--- src/rtl/mc_controller.sv ---
`default_nettype none
// ============================================================================
//  Module   : mc_controller
//  Purpose  : Multicycle RV32I control unit. A main FSM and an ALU decoder
//             drive a shared-ALU datapath. Memory accesses use a
//             variable-latency request/ready handshake. A wait-state timeout
//             ends an access that never completes and sends the FSM to TRAP.
//  Options  : `define ILLEGAL_TRAP_EN -> an illegal opcode or a reserved
//             branch funct3 goes to TRAP. When it is undefined, such an
//             instruction retires as a NOP.
//  Revision : 1.0  initial release
// ============================================================================
module mc_controller #(
   parameter int MEM_TIMEOUT = 16,   // max wait cycles per access, 0 = none
   parameter int CNT_W       = 5     // wait counter width, 2**CNT_W > MEM_TIMEOUT
) (
   input  logic       clk,
   input  logic       reset,         // synchronous, active-low
   input  logic [6:0] opcode,
   input  logic [2:0] funct3,
   input  logic       funct7b5,
   input  logic       zero,
   input  logic       negative,
   input  logic       carryout,
   input  logic       overflow,
   input  logic       mem_ready,
   output logic       mem_req,
   output logic       pc_write,
   output logic       AdrSrc,
   output logic       MemWrite,
   output logic       IRWrite,
   output logic [1:0] ResultSrc,
   output logic [3:0] ALUControl,
   output logic [1:0] ALUSrca,
   output logic [1:0] ALUSrcb,
   output logic       RegWrite,
   output logic       trap,
   output logic [3:0] state
);

   // FSM state encoding
   localparam logic [3:0] c_FETCH    = 4'd0;
   localparam logic [3:0] c_DECODE   = 4'd1;
   localparam logic [3:0] c_MEMADR   = 4'd2;
   localparam logic [3:0] c_MEMREAD  = 4'd3;
   localparam logic [3:0] c_MEMWB    = 4'd4;
   localparam logic [3:0] c_MEMWRITE = 4'd5;
   localparam logic [3:0] c_EXECR    = 4'd6;
   localparam logic [3:0] c_EXECI    = 4'd7;
   localparam logic [3:0] c_ALUWB    = 4'd8;
   localparam logic [3:0] c_BRANCH   = 4'd9;
   localparam logic [3:0] c_JAL      = 4'd10;
   localparam logic [3:0] c_JALR     = 4'd11;
   localparam logic [3:0] c_JALRPC   = 4'd12;
   localparam logic [3:0] c_LUI      = 4'd13;
   localparam logic [3:0] c_AUIPC    = 4'd14;
   localparam logic [3:0] c_TRAP     = 4'd15;

   // RV32I major opcodes
   localparam logic [6:0] c_OP_LOAD   = 7'b0000011;
   localparam logic [6:0] c_OP_STORE  = 7'b0100011;
   localparam logic [6:0] c_OP_R      = 7'b0110011;
   localparam logic [6:0] c_OP_I      = 7'b0010011;
   localparam logic [6:0] c_OP_BRANCH = 7'b1100011;
   localparam logic [6:0] c_OP_JAL    = 7'b1101111;
   localparam logic [6:0] c_OP_JALR   = 7'b1100111;
   localparam logic [6:0] c_OP_LUI    = 7'b0110111;
   localparam logic [6:0] c_OP_AUIPC  = 7'b0010111;

   // ALU operation codes
   localparam logic [3:0] c_ALU_ADD  = 4'b0000;
   localparam logic [3:0] c_ALU_SUB  = 4'b0001;
   localparam logic [3:0] c_ALU_AND  = 4'b0010;
   localparam logic [3:0] c_ALU_OR   = 4'b0011;
   localparam logic [3:0] c_ALU_XOR  = 4'b0100;
   localparam logic [3:0] c_ALU_SLL  = 4'b0101;
   localparam logic [3:0] c_ALU_SRL  = 4'b0110;
   localparam logic [3:0] c_ALU_SRA  = 4'b0111;
   localparam logic [3:0] c_ALU_SLT  = 4'b1000;
   localparam logic [3:0] c_ALU_SLTU = 4'b1001;

   // Mux select encodings
   localparam logic [1:0] c_SRCA_PC   = 2'b00;
   localparam logic [1:0] c_SRCA_OLD  = 2'b01;
   localparam logic [1:0] c_SRCA_RD1  = 2'b10;
   localparam logic [1:0] c_SRCA_ZERO = 2'b11;
   localparam logic [1:0] c_SRCB_WD   = 2'b00;
   localparam logic [1:0] c_SRCB_IMM  = 2'b01;
   localparam logic [1:0] c_SRCB_FOUR = 2'b10;
   localparam logic [1:0] c_RES_ALUOUT = 2'b00;
   localparam logic [1:0] c_RES_DATA   = 2'b01;
   localparam logic [1:0] c_RES_ALURES = 2'b10;

   localparam logic [CNT_W-1:0] c_TIMEOUT = CNT_W'(MEM_TIMEOUT);

   // Where an illegal instruction goes after DECODE
`ifdef ILLEGAL_TRAP_EN
   localparam logic [3:0] c_ILLEGAL_NEXT = c_TRAP;
`else
   localparam logic [3:0] c_ILLEGAL_NEXT = c_FETCH;
`endif

   logic [3:0]       r_state;
   logic [3:0]       w_state_next;
   logic [CNT_W-1:0] r_wait_cnt;
   logic [CNT_W-1:0] w_wait_next;
   logic             w_mem_state;
   logic             w_timeout;
   logic             w_branch_ok;
   logic             w_taken;
   logic             w_sub_ok;
   logic [3:0]       w_alu_dec;

   // Unqualified control values; gated with reset before leaving the block
   logic       w_mem_req;
   logic       w_pc_write;
   logic       w_adr_src;
   logic       w_mem_write;
   logic       w_ir_write;
   logic [1:0] w_result_src;
   logic [3:0] w_alu_ctrl;
   logic [1:0] w_src_a;
   logic [1:0] w_src_b;
   logic       w_reg_write;
   logic       w_trap;

   // The wait counter runs only in states that hold mem_req high
   assign w_mem_state = (r_state == c_FETCH) || (r_state == c_MEMREAD) ||
                        (r_state == c_MEMWRITE);
   assign w_timeout   = (MEM_TIMEOUT > 0) && w_mem_state && !mem_ready &&
                        (r_wait_cnt == c_TIMEOUT);
   assign w_wait_next = (w_mem_state && !mem_ready && !w_timeout) ?
                        (r_wait_cnt + 1'b1) : '0;

   // Branch funct3 010/011 are reserved encodings
   assign w_branch_ok = (funct3 != 3'b010) && (funct3 != 3'b011);

   // SUB is only reachable from register-register ops (ADDI has no SUBI)
   assign w_sub_ok = (r_state == c_EXECR);

   // State and wait-counter registers
   always_ff @(posedge clk) begin
      if (!reset) begin
         r_state    <= c_FETCH;
         r_wait_cnt <= '0;
      end else begin
         r_state    <= w_state_next;
         r_wait_cnt <= w_wait_next;
      end
   end

   // Branch resolution from the flags of the rs1 - rs2 subtraction
   always_comb begin
      w_taken = 1'b0;
      case (funct3)
         3'b000:  w_taken = zero;
         3'b001:  w_taken = !zero;
         3'b100:  w_taken = negative ^ overflow;
         3'b101:  w_taken = !(negative ^ overflow);
         3'b110:  w_taken = !carryout;
         3'b111:  w_taken = carryout;
         default: w_taken = 1'b0;
      endcase
   end

   // ALU operation from funct3/funct7b5 for register and immediate ops
   always_comb begin
      w_alu_dec = c_ALU_ADD;
      case (funct3)
         3'b000: w_alu_dec = (w_sub_ok && funct7b5) ? c_ALU_SUB : c_ALU_ADD;
         3'b001: w_alu_dec = c_ALU_SLL;
         3'b010: w_alu_dec = c_ALU_SLT;
         3'b011: w_alu_dec = c_ALU_SLTU;
         3'b100: w_alu_dec = c_ALU_XOR;
         3'b101: w_alu_dec = funct7b5 ? c_ALU_SRA : c_ALU_SRL;
         3'b110: w_alu_dec = c_ALU_OR;
         3'b111: w_alu_dec = c_ALU_AND;
      endcase
   end

   // Next-state logic
   always_comb begin
      w_state_next = r_state;
      case (r_state)
         c_FETCH: begin
            if (mem_ready)      w_state_next = c_DECODE;
            else if (w_timeout) w_state_next = c_TRAP;
         end
         c_DECODE: begin
            case (opcode)
               c_OP_LOAD,
               c_OP_STORE:  w_state_next = c_MEMADR;
               c_OP_R:      w_state_next = c_EXECR;
               c_OP_I:      w_state_next = c_EXECI;
               c_OP_BRANCH: w_state_next = w_branch_ok ? c_BRANCH : c_ILLEGAL_NEXT;
               c_OP_JAL:    w_state_next = c_JAL;
               c_OP_JALR:   w_state_next = c_JALR;
               c_OP_LUI:    w_state_next = c_LUI;
               c_OP_AUIPC:  w_state_next = c_AUIPC;
               default:     w_state_next = c_ILLEGAL_NEXT;
            endcase
         end
         c_MEMADR:
            w_state_next = (opcode == c_OP_LOAD) ? c_MEMREAD : c_MEMWRITE;
         c_MEMREAD: begin
            if (mem_ready)      w_state_next = c_MEMWB;
            else if (w_timeout) w_state_next = c_TRAP;
         end
         c_MEMWB:    w_state_next = c_FETCH;
         c_MEMWRITE: begin
            if (mem_ready)      w_state_next = c_FETCH;
            else if (w_timeout) w_state_next = c_TRAP;
         end
         c_EXECR:    w_state_next = c_ALUWB;
         c_EXECI:    w_state_next = c_ALUWB;
         c_ALUWB:    w_state_next = c_FETCH;
         c_BRANCH:   w_state_next = c_FETCH;
         c_JAL:      w_state_next = c_ALUWB;
         c_JALR:     w_state_next = c_JALRPC;
         c_JALRPC:   w_state_next = c_ALUWB;
         c_LUI:      w_state_next = c_ALUWB;
         c_AUIPC:    w_state_next = c_ALUWB;
         c_TRAP:     w_state_next = c_TRAP;
         default:    w_state_next = c_TRAP;
      endcase
   end

   // Per-state control values; strobes tied to mem_ready fire only on completion
   always_comb begin
      w_mem_req    = 1'b0;
      w_pc_write   = 1'b0;
      w_adr_src    = 1'b0;
      w_mem_write  = 1'b0;
      w_ir_write   = 1'b0;
      w_result_src = c_RES_ALUOUT;
      w_alu_ctrl   = c_ALU_ADD;
      w_src_a      = c_SRCA_PC;
      w_src_b      = c_SRCB_WD;
      w_reg_write  = 1'b0;
      w_trap       = 1'b0;
      case (r_state)
         c_FETCH: begin
            w_mem_req    = 1'b1;
            w_src_b      = c_SRCB_FOUR;
            w_result_src = c_RES_ALURES;
            w_ir_write   = mem_ready;
            w_pc_write   = mem_ready;
         end
         c_DECODE: begin
            w_src_a = c_SRCA_OLD;
            w_src_b = c_SRCB_IMM;
         end
         c_MEMADR: begin
            w_src_a = c_SRCA_RD1;
            w_src_b = c_SRCB_IMM;
         end
         c_MEMREAD: begin
            w_mem_req = 1'b1;
            w_adr_src = 1'b1;
         end
         c_MEMWB: begin
            w_result_src = c_RES_DATA;
            w_reg_write  = 1'b1;
         end
         c_MEMWRITE: begin
            w_mem_req   = 1'b1;
            w_adr_src   = 1'b1;
            w_mem_write = mem_ready;
         end
         c_EXECR: begin
            w_src_a    = c_SRCA_RD1;
            w_src_b    = c_SRCB_WD;
            w_alu_ctrl = w_alu_dec;
         end
         c_EXECI: begin
            w_src_a    = c_SRCA_RD1;
            w_src_b    = c_SRCB_IMM;
            w_alu_ctrl = w_alu_dec;
         end
         c_ALUWB: begin
            w_reg_write = 1'b1;
         end
         c_BRANCH: begin
            w_src_a    = c_SRCA_RD1;
            w_src_b    = c_SRCB_WD;
            w_alu_ctrl = c_ALU_SUB;
            w_pc_write = w_taken;
         end
         c_JAL: begin
            w_src_a    = c_SRCA_OLD;
            w_src_b    = c_SRCB_FOUR;
            w_pc_write = 1'b1;
         end
         c_JALR: begin
            w_src_a = c_SRCA_RD1;
            w_src_b = c_SRCB_IMM;
         end
         c_JALRPC: begin
            w_src_a    = c_SRCA_OLD;
            w_src_b    = c_SRCB_FOUR;
            w_pc_write = 1'b1;
         end
         c_LUI: begin
            w_src_a = c_SRCA_ZERO;
            w_src_b = c_SRCB_IMM;
         end
         c_AUIPC: begin
            w_src_a = c_SRCA_OLD;
            w_src_b = c_SRCB_IMM;
         end
         c_TRAP: begin
            w_trap = 1'b1;
         end
         default: begin
            w_trap = 1'b1;
         end
      endcase
   end

   // While reset is asserted every control output is held at its reset value,
   // so an access that completes in the reset cycle issues no strobe
   assign mem_req    = reset & w_mem_req;
   assign pc_write   = reset & w_pc_write;
   assign AdrSrc     = reset & w_adr_src;
   assign MemWrite   = reset & w_mem_write;
   assign IRWrite    = reset & w_ir_write;
   assign ResultSrc  = reset ? w_result_src : 2'b00;
   assign ALUControl = reset ? w_alu_ctrl   : 4'b0000;
   assign ALUSrca    = reset ? w_src_a      : 2'b00;
   assign ALUSrcb    = reset ? w_src_b      : 2'b00;
   assign RegWrite   = reset & w_reg_write;
   assign trap       = reset & w_trap;
   assign state      = r_state;

endmodule
`default_nettype wire

--- config.mk ---
export PLATFORM = sky130hd
export DESIGN_NAME = mc_controller
export DESIGN_NICKNAME = d
export VERILOG_FILES = /design/src/rtl/mc_controller.sv
export SDC_FILE = /design/constraint.sdc
export NUM_CORES = 1
export LEC_CHECK = 0
export ABC_AREA = 1
export BUFFER_PORTS_ARGS = -buffer_cell sky130_fd_sc_hd__buf_2
export CAP_MARGIN = 30
export CELL_PAD_IN_SITES_DETAIL_PLACEMENT = 1
export CELL_PAD_IN_SITES_GLOBAL_PLACEMENT = 1
export CORE_MARGIN = 2
export CORE_UTILIZATION = 28
export CTS_BUF_LIST = sky130_fd_sc_hd__clkbuf_4 sky130_fd_sc_hd__clkbuf_8 sky130_fd_sc_hd__clkbuf_16
export DETAILED_ROUTE_END_ITERATION = 8
export GPL_ROUTABILITY_DRIVEN = 0
export GPL_TIMING_DRIVEN = 0
export PLACE_DENSITY_LB_ADDON = 0.1
export SETUP_SLACK_MARGIN = 0.1
export SLEW_MARGIN = 30
export SYNTH_ARGS = -nofsm -noshare
export SYNTH_HDL_FRONTEND = slang
export SYNTH_SLANG_ARGS = --single-unit
--- constraint.sdc ---
create_clock -name clk -period 1.1 [get_ports clk]
set_input_delay 0.11 -clock clk [delete_from_list [all_inputs] [get_ports clk]]
set_output_delay 0.11 -clock clk [all_outputs]
set_load 0.005 [all_outputs]
==> metrics <==
Synth Area in Adders 0.0242; register area share after synthesis 0.174; vias in the first global route 1,459; worst-path fanout max 6; Yosys cell types 27; DP Area 1320 sq um; status complete, but fails checks; # clock sinks 9; Starting Density 0.287; IO Count 39; # rows 22; Routed WL 4.09 mm; Core Area 3610 sq um; setup violators final 26; Seq pwr share 0.273; post-synthesis compound-gate area fraction 0.168; syn_area_per_cell 5.56 sq um; Final Cycle Share 1.40; Design Power 1.44 mW; Layout area overhead 57.4%; CP startpoint state[3]; Syn Nets 206; root buf cell clkbuf_8; Crit-path slowest cell dfxtp_4; drt pass-1 iters 4; worst vdd ir 675 uV; first-pass GRT wire length 6.28 mm; Filler cells 510; Tmin final 1540 ps; CP Launch Type flip-flop; Util after Layout 0.451; total track usage 0.186; layout cells sized above 1 0.458; Antenna Nets Post-Route 0; number of max-cap violations 0; Hold Vio Cnt, Final 0; die width 64.8 um; largest family of logic cells by synthesized area simple AND/OR/NAND/NOR gates; worst-skew pair later-pin latency 240 ps; area leader, netlist dfxtp_1; Nets 261; # diodes 0; kind of critical path flip-flop to primary output; CP Data Required Time 990 ps; 1st-iter DRT viols 58; clock skew 2.60 ps; Clock Path Buffers 2; Lkg Pwr 0.814 nW; Worst EP arrival 1430 ps; H-tree levels 1; dpl hpwl 2.93 mm; Clock power frac 0.284; vias per inst 5.01; top post-synthesis cells by area dfxtp_1, inv_1, nor2_1, nand3_1, nand2_1; failing checks negative setup slack; largest net degree at the start of global routing 11; simple-gate share of the synthesized area 0.458; mux contribution to synthesized area 0; Worst-path clk slew 40 ps; GRT overflow 0; die span in y 64.8 um; HP Start reset; Worst-Margin Slew 323 ps; synthesized area 1030 sq um; DR WL/cell 14.2 um; PwrDens 883 nW/um^2; final instance area 1630 sq um; final worst slack -445 ps; die area 4190 sq um; drt drc 0; Slew HR 0.784; CP peak stage delay 380 ps; XOR/XNOR Fraction of Synth Area 0.0339; Fmax 647 MHz; hold crit path type primary input to flip-flop; delay-heaviest family, CP flip-flops; port buffer count 38; Crit. End Element primary output; CP Cell Sequence buf_6, nor2_4, nand4_1, o22ai_1, o21ai_1, a21oi_1, buf_2; post-synthesis cell count 186; CTS tree yes; Sw Pwr 539 uW; antenna violations before repair 0; top cell type's share of synthesized area 0.174; Switching Share 0.375; WP buf/inv 2; FF+latch count, synth 9; Internal 897 uW; fin. max-slew vios 0; cts hold-fix bufs 0; unrepaired setup endpoints after global routing true; number of buffers created by CTS 3; reg-to-reg startpoint state[2]; combinational share of power 0.443; via total after detailed routing 1,443; Ys Warns 0
## registers in the layout, indices dropped and copies added, names as in the netlist
name	count
r_wait_cnt	5
state	4
## per-stage QoR
step	setup TNS, ps	setup WS [ps]	cells	hold slack, ps
4_1_cts	-7220	-406	280	188
3_5_place_dp	-5180	-312	272	432
5_1_grt	-9830	-524	288	222
3_3_place_gp	-4620	-300	272	423
2_1_floorplan	-1010	-103	186	208
6_report	-7830	-445	288	195
## cells in the mapped netlist (all sizes together)
library cell,instances
buf,1
dfxtp,9
inv,34
ha,2
nand4,2
clkbuf,1
o31ai,1
xor2,3
xnor2,1
nor3,7
nand2,32
nor4,1
o22ai,2
a31oi,3
o21ai,14
nand3,24
or2,1
a21oi,7
clkinv,1
a211oi,4
nor2,36
## tightest hold or removal path, stage by stage
cell and delay, ps:
buf_2 170, nand2_1 80, inv_1 30
## final timing paths
check	slack [ps]	endpoint	cells past startpoint
setup / recovery	-440	ALUControl[0]	7
hold / removal	190	state[0]	3
setup reg to reg	-350	state[2]	9
hold reg to reg	430	r_wait_cnt[0]	1
## timing repair
item	CTS	global route
setup endpoints to repair	26	26
endpoints found under the hold margin	0	0
resized for setup	32	22
setup buffers	4	8
pin swaps	6	12
## placed cells by master (no fill, tap or decap), drive strengths merged
| cell | Yosys | layout |
|---|---|---|
| nand2 | 32 | 32 |
| o21ai | 14 | 14 |
| o22ai | 2 | 2 |
| a31oi | 3 | 3 |
| or2 | 1 | 1 |
| clkinv | 1 | 1 |
| a21oi | 7 | 7 |
| xor2 | 3 | 3 |
| a211oi | 4 | 4 |
| nor3 | 7 | 7 |
| ha | 2 | 2 |
| nand3 | 24 | 24 |
| xnor2 | 1 | 1 |
| clkbuf | 1 | 5 |
| nor2 | 36 | 36 |
| nand4 | 2 | 2 |
| o31ai | 1 | 1 |
| buf | 1 | 51 |
| inv | 34 | 34 |
| dfxtp | 9 | 9 |
| nor4 | 1 | 1 |
## power by group through the flow
stage | registers, mW | clock network [mW] | logic (mW)
final | 0.392 | 0.408 | 0.636
after detailed placement | 0.382 | 0 | 0.424
after global placement | 0.382 | 0 | 0.409
after floorplan | 0.378 | 0 | 0.259
after global routing | 0.395 | 0.439 | 0.692
after CTS | 0.387 | 0.430 | 0.508
## per-layer routing
| layer | vias up | global-route usage | wire [um] |
|---|---|---|---|
| met5 | - | 0 | 0 |
| met4 | 0 | 0.0612 | 84 |
| met3 | 9 | 0.0243 | 186 |
| met2 | 41 | 0.356 | 2130 |
| met1 | 675 | 0.210 | 1690 |
| li1 | 718 | - | - |
## layout make-up
class / count / area (sq um) / share of cell area
Buffer: 2 / 20.0 / 0.0123
Timing Repair Buffer: 50 / 292 / 0.179
Multi-Input combinational cell: 140 / 870 / 0.535
Inverter: 35 / 143 / 0.0877
Tap cell: 48 / 60.1 / 0.0369
Clock buffer: 4 / 48.8 / 0.0300
Sequential cell: 9 / 194 / 0.119
## cells by family (layout without fill, tap and decap cells)
group,after synthesis,after routing
simple gates,103,103
buf+inv,37,91
compound gates,31,31
flops,9,9
xor+xnor,4,4
fa+ha+maj,2,2
No activity file was read; power rests on OpenSTA's default activity.
